**src/rtl/alu_arbiter.sv**
```systemverilog
// alu_arbiter: shares one 64-bit integer ALU between two requesters.
// A request is accepted with a valid/ready handshake. Arbitration is
// round-robin (RR=1) or fixed priority to requester 0 (RR=0). The operands
// are captured, the ALU result is registered, and the response is held until
// the consumer accepts it. Only one operation is in flight at a time.
//
// Ports:
//   clk, rst_n                    clock, async active-low reset
//   reqN_valid / reqN_ready       request handshake, N = 0, 1
//   reqN_a, reqN_b                64-bit operands
//   reqN_op                       4-bit ALU opcode
//   rsp_valid / rsp_ready         response handshake
//   rsp_id                        requester that owns the result
//   rsp_result, rsp_zero          ALU result and its zero flag
//   rsp_illegal                   opcode was not a legal code
module alu_arbiter #(
  parameter bit RR = 1'b1
) (
  input  logic        clk,
  input  logic        rst_n,
  input  logic        req0_valid,
  output logic        req0_ready,
  input  logic [63:0] req0_a,
  input  logic [63:0] req0_b,
  input  logic [3:0]  req0_op,
  input  logic        req1_valid,
  output logic        req1_ready,
  input  logic [63:0] req1_a,
  input  logic [63:0] req1_b,
  input  logic [3:0]  req1_op,
  output logic        rsp_valid,
  input  logic        rsp_ready,
  output logic        rsp_id,
  output logic [63:0] rsp_result,
  output logic        rsp_zero,
  output logic        rsp_illegal
);

  localparam logic [3:0] OP_AND = 4'b0000;
  localparam logic [3:0] OP_OR  = 4'b0001;
  localparam logic [3:0] OP_ADD = 4'b0010;
  localparam logic [3:0] OP_SUB = 4'b0110;
  localparam logic [3:0] OP_NOR = 4'b1100;

  typedef enum logic [1:0] {IDLE, EXEC, RESP} state_e;

  state_e      state_q, state_d;
  logic        last_grant_q, last_grant_d;
  logic [63:0] a_q, a_d, b_q, b_d;
  logic [3:0]  op_q, op_d;
  logic        id_q, id_d;
  logic [63:0] rsp_result_q, rsp_result_d;
  logic        rsp_zero_q, rsp_zero_d;
  logic        rsp_illegal_q, rsp_illegal_d;
  logic        rsp_id_q, rsp_id_d;

  logic        any_valid;
  logic        grant_id;
  logic [63:0] alu_res;
  logic        alu_legal;

  // Arbitration. Under contention round-robin favours the requester that was
  // not granted last; a lone requester always wins.
  always_comb begin
    any_valid = req0_valid | req1_valid;
    if (req0_valid && req1_valid) begin
      grant_id = RR ? ~last_grant_q : 1'b0;
    end else begin
      grant_id = ~req0_valid;
    end
  end

  // Readies are gated with rst_n so they stay low throughout reset.
  assign req0_ready = rst_n && (state_q == IDLE) && req0_valid && !grant_id;
  assign req1_ready = rst_n && (state_q == IDLE) && req1_valid &&  grant_id;

  // The shared ALU, driven only by the captured operands.
  always_comb begin
    alu_res   = '0;
    alu_legal = 1'b1;
    unique case (op_q)
      OP_AND:  alu_res = a_q & b_q;
      OP_OR:   alu_res = a_q | b_q;
      OP_ADD:  alu_res = a_q + b_q;
      OP_SUB:  alu_res = a_q - b_q;
      OP_NOR:  alu_res = ~(a_q | b_q);
      default: alu_legal = 1'b0;
    endcase
  end

  always_comb begin
    state_d       = state_q;
    last_grant_d  = last_grant_q;
    a_d           = a_q;
    b_d           = b_q;
    op_d          = op_q;
    id_d          = id_q;
    rsp_result_d  = rsp_result_q;
    rsp_zero_d    = rsp_zero_q;
    rsp_illegal_d = rsp_illegal_q;
    rsp_id_d      = rsp_id_q;
    unique case (state_q)
      IDLE: begin
        if (any_valid) begin
          a_d          = grant_id ? req1_a  : req0_a;
          b_d          = grant_id ? req1_b  : req0_b;
          op_d         = grant_id ? req1_op : req0_op;
          id_d         = grant_id;
          last_grant_d = grant_id;
          state_d      = EXEC;
        end
      end
      EXEC: begin
        // alu_res is already zero for an illegal op, so zero follows.
        rsp_result_d  = alu_res;
        rsp_zero_d    = (alu_res == '0);
        rsp_illegal_d = ~alu_legal;
        rsp_id_d      = id_q;
        state_d       = RESP;
      end
      RESP: begin
        if (rsp_ready) begin
          state_d = IDLE;
        end
      end
      default: state_d = IDLE;
    endcase
  end

  always_ff @(posedge clk or negedge rst_n) begin
    if (!rst_n) begin
      state_q       <= IDLE;
      last_grant_q  <= 1'b1;
      a_q           <= '0;
      b_q           <= '0;
      op_q          <= '0;
      id_q          <= 1'b0;
      rsp_result_q  <= '0;
      rsp_zero_q    <= 1'b0;
      rsp_illegal_q <= 1'b0;
      rsp_id_q      <= 1'b0;
    end else begin
      state_q       <= state_d;
      last_grant_q  <= last_grant_d;
      a_q           <= a_d;
      b_q           <= b_d;
      op_q          <= op_d;
      id_q          <= id_d;
      rsp_result_q  <= rsp_result_d;
      rsp_zero_q    <= rsp_zero_d;
      rsp_illegal_q <= rsp_illegal_d;
      rsp_id_q      <= rsp_id_d;
    end
  end

  assign rsp_valid   = (state_q == RESP);
  assign rsp_id      = rsp_id_q;
  assign rsp_result  = rsp_result_q;
  assign rsp_zero    = rsp_zero_q;
  assign rsp_illegal = rsp_illegal_q;

endmodule

```
**config.mk**
```make
export PLATFORM = sky130hd
export DESIGN_NAME = alu_arbiter
export DESIGN_NICKNAME = d
export VERILOG_FILES = /design/src/rtl/alu_arbiter.sv
export SDC_FILE = /design/constraint.sdc
export NUM_CORES = 1
export LEC_CHECK = 0
export ABC_CLOCK_PERIOD_IN_PS = 16100
export CAP_MARGIN = 20
export CELL_PAD_IN_SITES_DETAIL_PLACEMENT = 0
export CELL_PAD_IN_SITES_GLOBAL_PLACEMENT = 1
export CORE_UTILIZATION = 42
export DETAILED_ROUTE_END_ITERATION = 12
export PLACE_DENSITY = 0.95
export SYNTH_ARGS = -nofsm -noshare
export SYNTH_HDL_FRONTEND = slang
export SYNTH_SLANG_ARGS = --single-unit
export TNS_END_PERCENT = 50
```
**constraint.sdc**
```tcl
create_clock -name clk -period 16.1 [get_ports clk]
set_input_delay 4.83 -clock clk [delete_from_list [all_inputs] [get_ports clk]]
set_output_delay 4.83 -clock clk [all_outputs]
set_load 0.03 [all_outputs]
```
==> impl_metrics.ini <==
[place]
dp_hpwl_um = 47700
gp_congestion = 1.00
port_buffers = 338

[floorplan]
start_util_pct = 42.6
die_y_um = 200
dieArea_sq_mm = 0.0401
rows = 72
boundaryPins = 339
core-area_sq_mm = 0.0387
die_x_um = 200

[cts]
cts_tree = done
cts_resized = 0
cts.clk_slew.worst_paths_ns = 0.06
cts_sinks = 203
clk_latency_ns = 0.53
cts_buffers = 22
htree_levels = 1
holdBufCountCts = 0
cts_setup_buffers = 0
cts_buffer_depth = 3
ctsRootBufferMaster = clkbuf_16

[worst_setup_path]
reg2regPathDepth = 24
critPathLaunchType = primary input
crit_arrival_ns = 7.05
crit_fanout = 23
required_ns = 11.27
path_class = in2out
worst_setup_path_end_kind = primary output

[synthesis]
ys_seq_area_share_pct = 30.8
async_flop_share_pct = 100
avgSynthCellArea_sq_um = 7.96
ys_types = 77
synthesis.area_sq_mm = 0.0165
synth-edff-count = 0
synth-main-ff-cell = dfrtp_1
synth_seq_cells = 203
synth.net_count = 2409
synthCells = 2073
yosys_warnings = 0

[sta]
finClkSkew_ns = 0.0121
finalSetupTns_ns = 0
min_period_ns = 11.88
slew_headroom_pct = 30.9
rsz0062_at_grt = false
worst_slew_pin_slew_ns = 1.04
period_share_pct = 73.8
hold_viol_final = 0
slew_viol_final = 0
max_freq_mhz = 84.1
setup_violations = 0

[finish]
seqCellArea_sq_mm = 0.00508
drive_above_1_share_pct = 3.73
fill_cells = 3703
area_growth_pct = 26.6
multi_input_area_sq_mm = 0.0107
nNetsFinal = 2625
diodes = 0
layout_commonest_cell = clkdlybuf4s50_1
most-common-layout-cells = 337 x clkdlybuf4s50_1, 283 x a21oi_1, 263 x nor2_1

[global_routing]
grt_pass1_wl_um = 92500
grt_pass1_vias = 15600
grtUsageMet2_pct = 41.4
grtUsageMet3_pct = 6.49
grt-ovfl-total = 0
antenna_found_initial = 1
grt.busiest_layer = met1
grt_max_degree = 123
use_met1_pct = 46.0
grtUsageTotal_pct = 29.6

[detailed_routing]
wl_per_cell_um = 21.5
dr.first_iter.drc_count = 1611
vias = 16600
wl_um = 60600
ant_nets = 0
viasPerCell = 5.90
drc = 0
drt_pass1_iterations = 6

[pwr]
combPwrFrac_pct = 69.2
powerDensity_mw_per_mm2 = 263
p_clk_share_pct = 10.2
p_leak_nw = 8.37
internal_power_mw = 2.51
ir_worst_vdd_v = 0.000107
power_mw = 5.51
switching_share_pct = 54.4
p_seq_share_pct = 20.5
p_switching_mw = 3.00

[status]
status = finished clean

[run]
cap_violations = 0

[min_path]
min_path_cells = 2
hold_class = reg2reg
flip-flops by register name (all words and copies together), names as in the netlist:
register and cells:
rsp_illegal 1, a_q 64, rsp_result 64, b_q 64, last_grant_q 1, rsp_id 1, op_q 4, id_q 1
state_q 2, rsp_zero 1
cell type report:
type                    count  area share [%]
well taps                 518            3.10
flip-flops and latches    203            24.3
repair buffers            355            16.9
multi-input cells        1688            51.4
clock inverters            10           0.760
inverters                  19           0.341
clock buffers              30            3.12
cells in the mapped netlist (all sizes together) (4+ instances only):
| cell | instances | share of area (%) |
|---|---|---|
| a21oi | 283 | 8.6 |
| nor2 | 264 | 6.0 |
| dfrtp | 202 | 31 |
| nand2 | 197 | 4.5 |
| clkbuf | 137 | 3.1 |
| mux2i | 136 | 8.2 |
| o21ai | 121 | 3.7 |
| nor3 | 71 | 2.2 |
| ha | 66 | 5.0 |
| maj3 | 62 | 3.8 |
| xnor2 | 57 | 3.1 |
| xor2 | 52 | 2.8 |
| nand4 | 50 | 1.9 |
| o31ai | 35 | 1.6 |
| buf | 26 | 0.69 |
| inv | 19 | 0.43 |
| a21o | 17 | 0.77 |
| o21a | 17 | 0.77 |
| nor4 | 16 | 0.64 |
| o211ai | 16 | 0.76 |
| or3 | 16 | 0.61 |
| nand2b | 15 | 0.57 |
| a211oi | 14 | 0.64 |
| and3 | 14 | 0.53 |
| nand3 | 12 | 0.36 |
| or4 | 12 | 0.59 |
| a31oi | 11 | 0.42 |
| and4 | 10 | 0.53 |
| o21bai | 10 | 0.45 |
| a211o | 9 | 0.48 |
| a221oi | 9 | 0.48 |
| a22oi | 9 | 0.41 |
| mux2 | 8 | 0.55 |
| nand3b | 6 | 0.27 |
| o41ai | 5 | 0.27 |
| or2 | 5 | 0.19 |
| a2111oi | 4 | 0.21 |
| a21boi | 4 | 0.18 |
| and2 | 4 | 0.15 |
| o22ai | 4 | 0.15 |
| o311ai | 4 | 0.21 |
worst max-delay path, stage by stage:
cell and delay (ns):
clkdlybuf4s50_1 0.49, inv_1 0.09, o21ai_4 0.65, nor3b_1 0.28
clkdlybuf4s50_1 0.71
power by group through the flow:
stage               Combinational, mW  Sequential, mW  Clock [mW]
finish                           3.81            1.13       0.562
global route                     4.14            1.17       0.594
CTS                              3.73            1.12       0.573
detailed placement               3.70            1.13           0
global placement                 3.69            1.11           0
floorplan                        2.55            1.10           0
layer usage:
metal  part of all wire [%]  up-vias  wire, um
li1                       -     7963         -
met1                     48     7887     29300
met2                     40      743     24500
met3                    9.6       55      5820
met4                    1.6        0       978
met5                      0        -         0
per-stage QoR:
step | hold slack (ns) | instance area, sq um | instances | worst slack (ns) | util, %
final | 0.475 | 20900 | 2823 | 4.22 | 53.9
after global routing | 0.497 | 20900 | 2823 | 4.09 | 53.9
after CTS | 0.479 | 20900 | 2822 | 4.22 | 53.9
after detailed placement | 0.465 | 20100 | 2782 | 4.25 | 51.8
after global placement | 0.460 | 20100 | 2782 | 4.23 | 51.8
after floorplan | 0.435 | 16500 | 2073 | 4.42 | -
cell families after synthesis:
kind of cell	count (synthesis)	synth area share [%]
adder cells (fa/ha/maj)	129	8.89
multiplexers	144	8.80
buffers and inverters	182	4.24
flip-flops	203	30.8
AND/OR/NAND/NOR	706	19.7
AO/OA/AOI/OAI	600	21.8
XOR/XNOR	109	5.83
path summary, 6_finish.rpt:
kind,to,start,slack [ns]
setup / recovery,req1_ready,req1_valid,4.22
hold / removal,rsp_result[27],rsp_result[27],0.47
setup reg to reg,rsp_zero,b_q[0],8.42
hold reg to reg,rsp_result[27],rsp_result[27],0.47
max in group asynchronous,op_q[0],rst_n,10.43
min in group asynchronous,rsp_result[43],rst_n,4.29
Note: power is estimated with default switching activity, not from simulation.
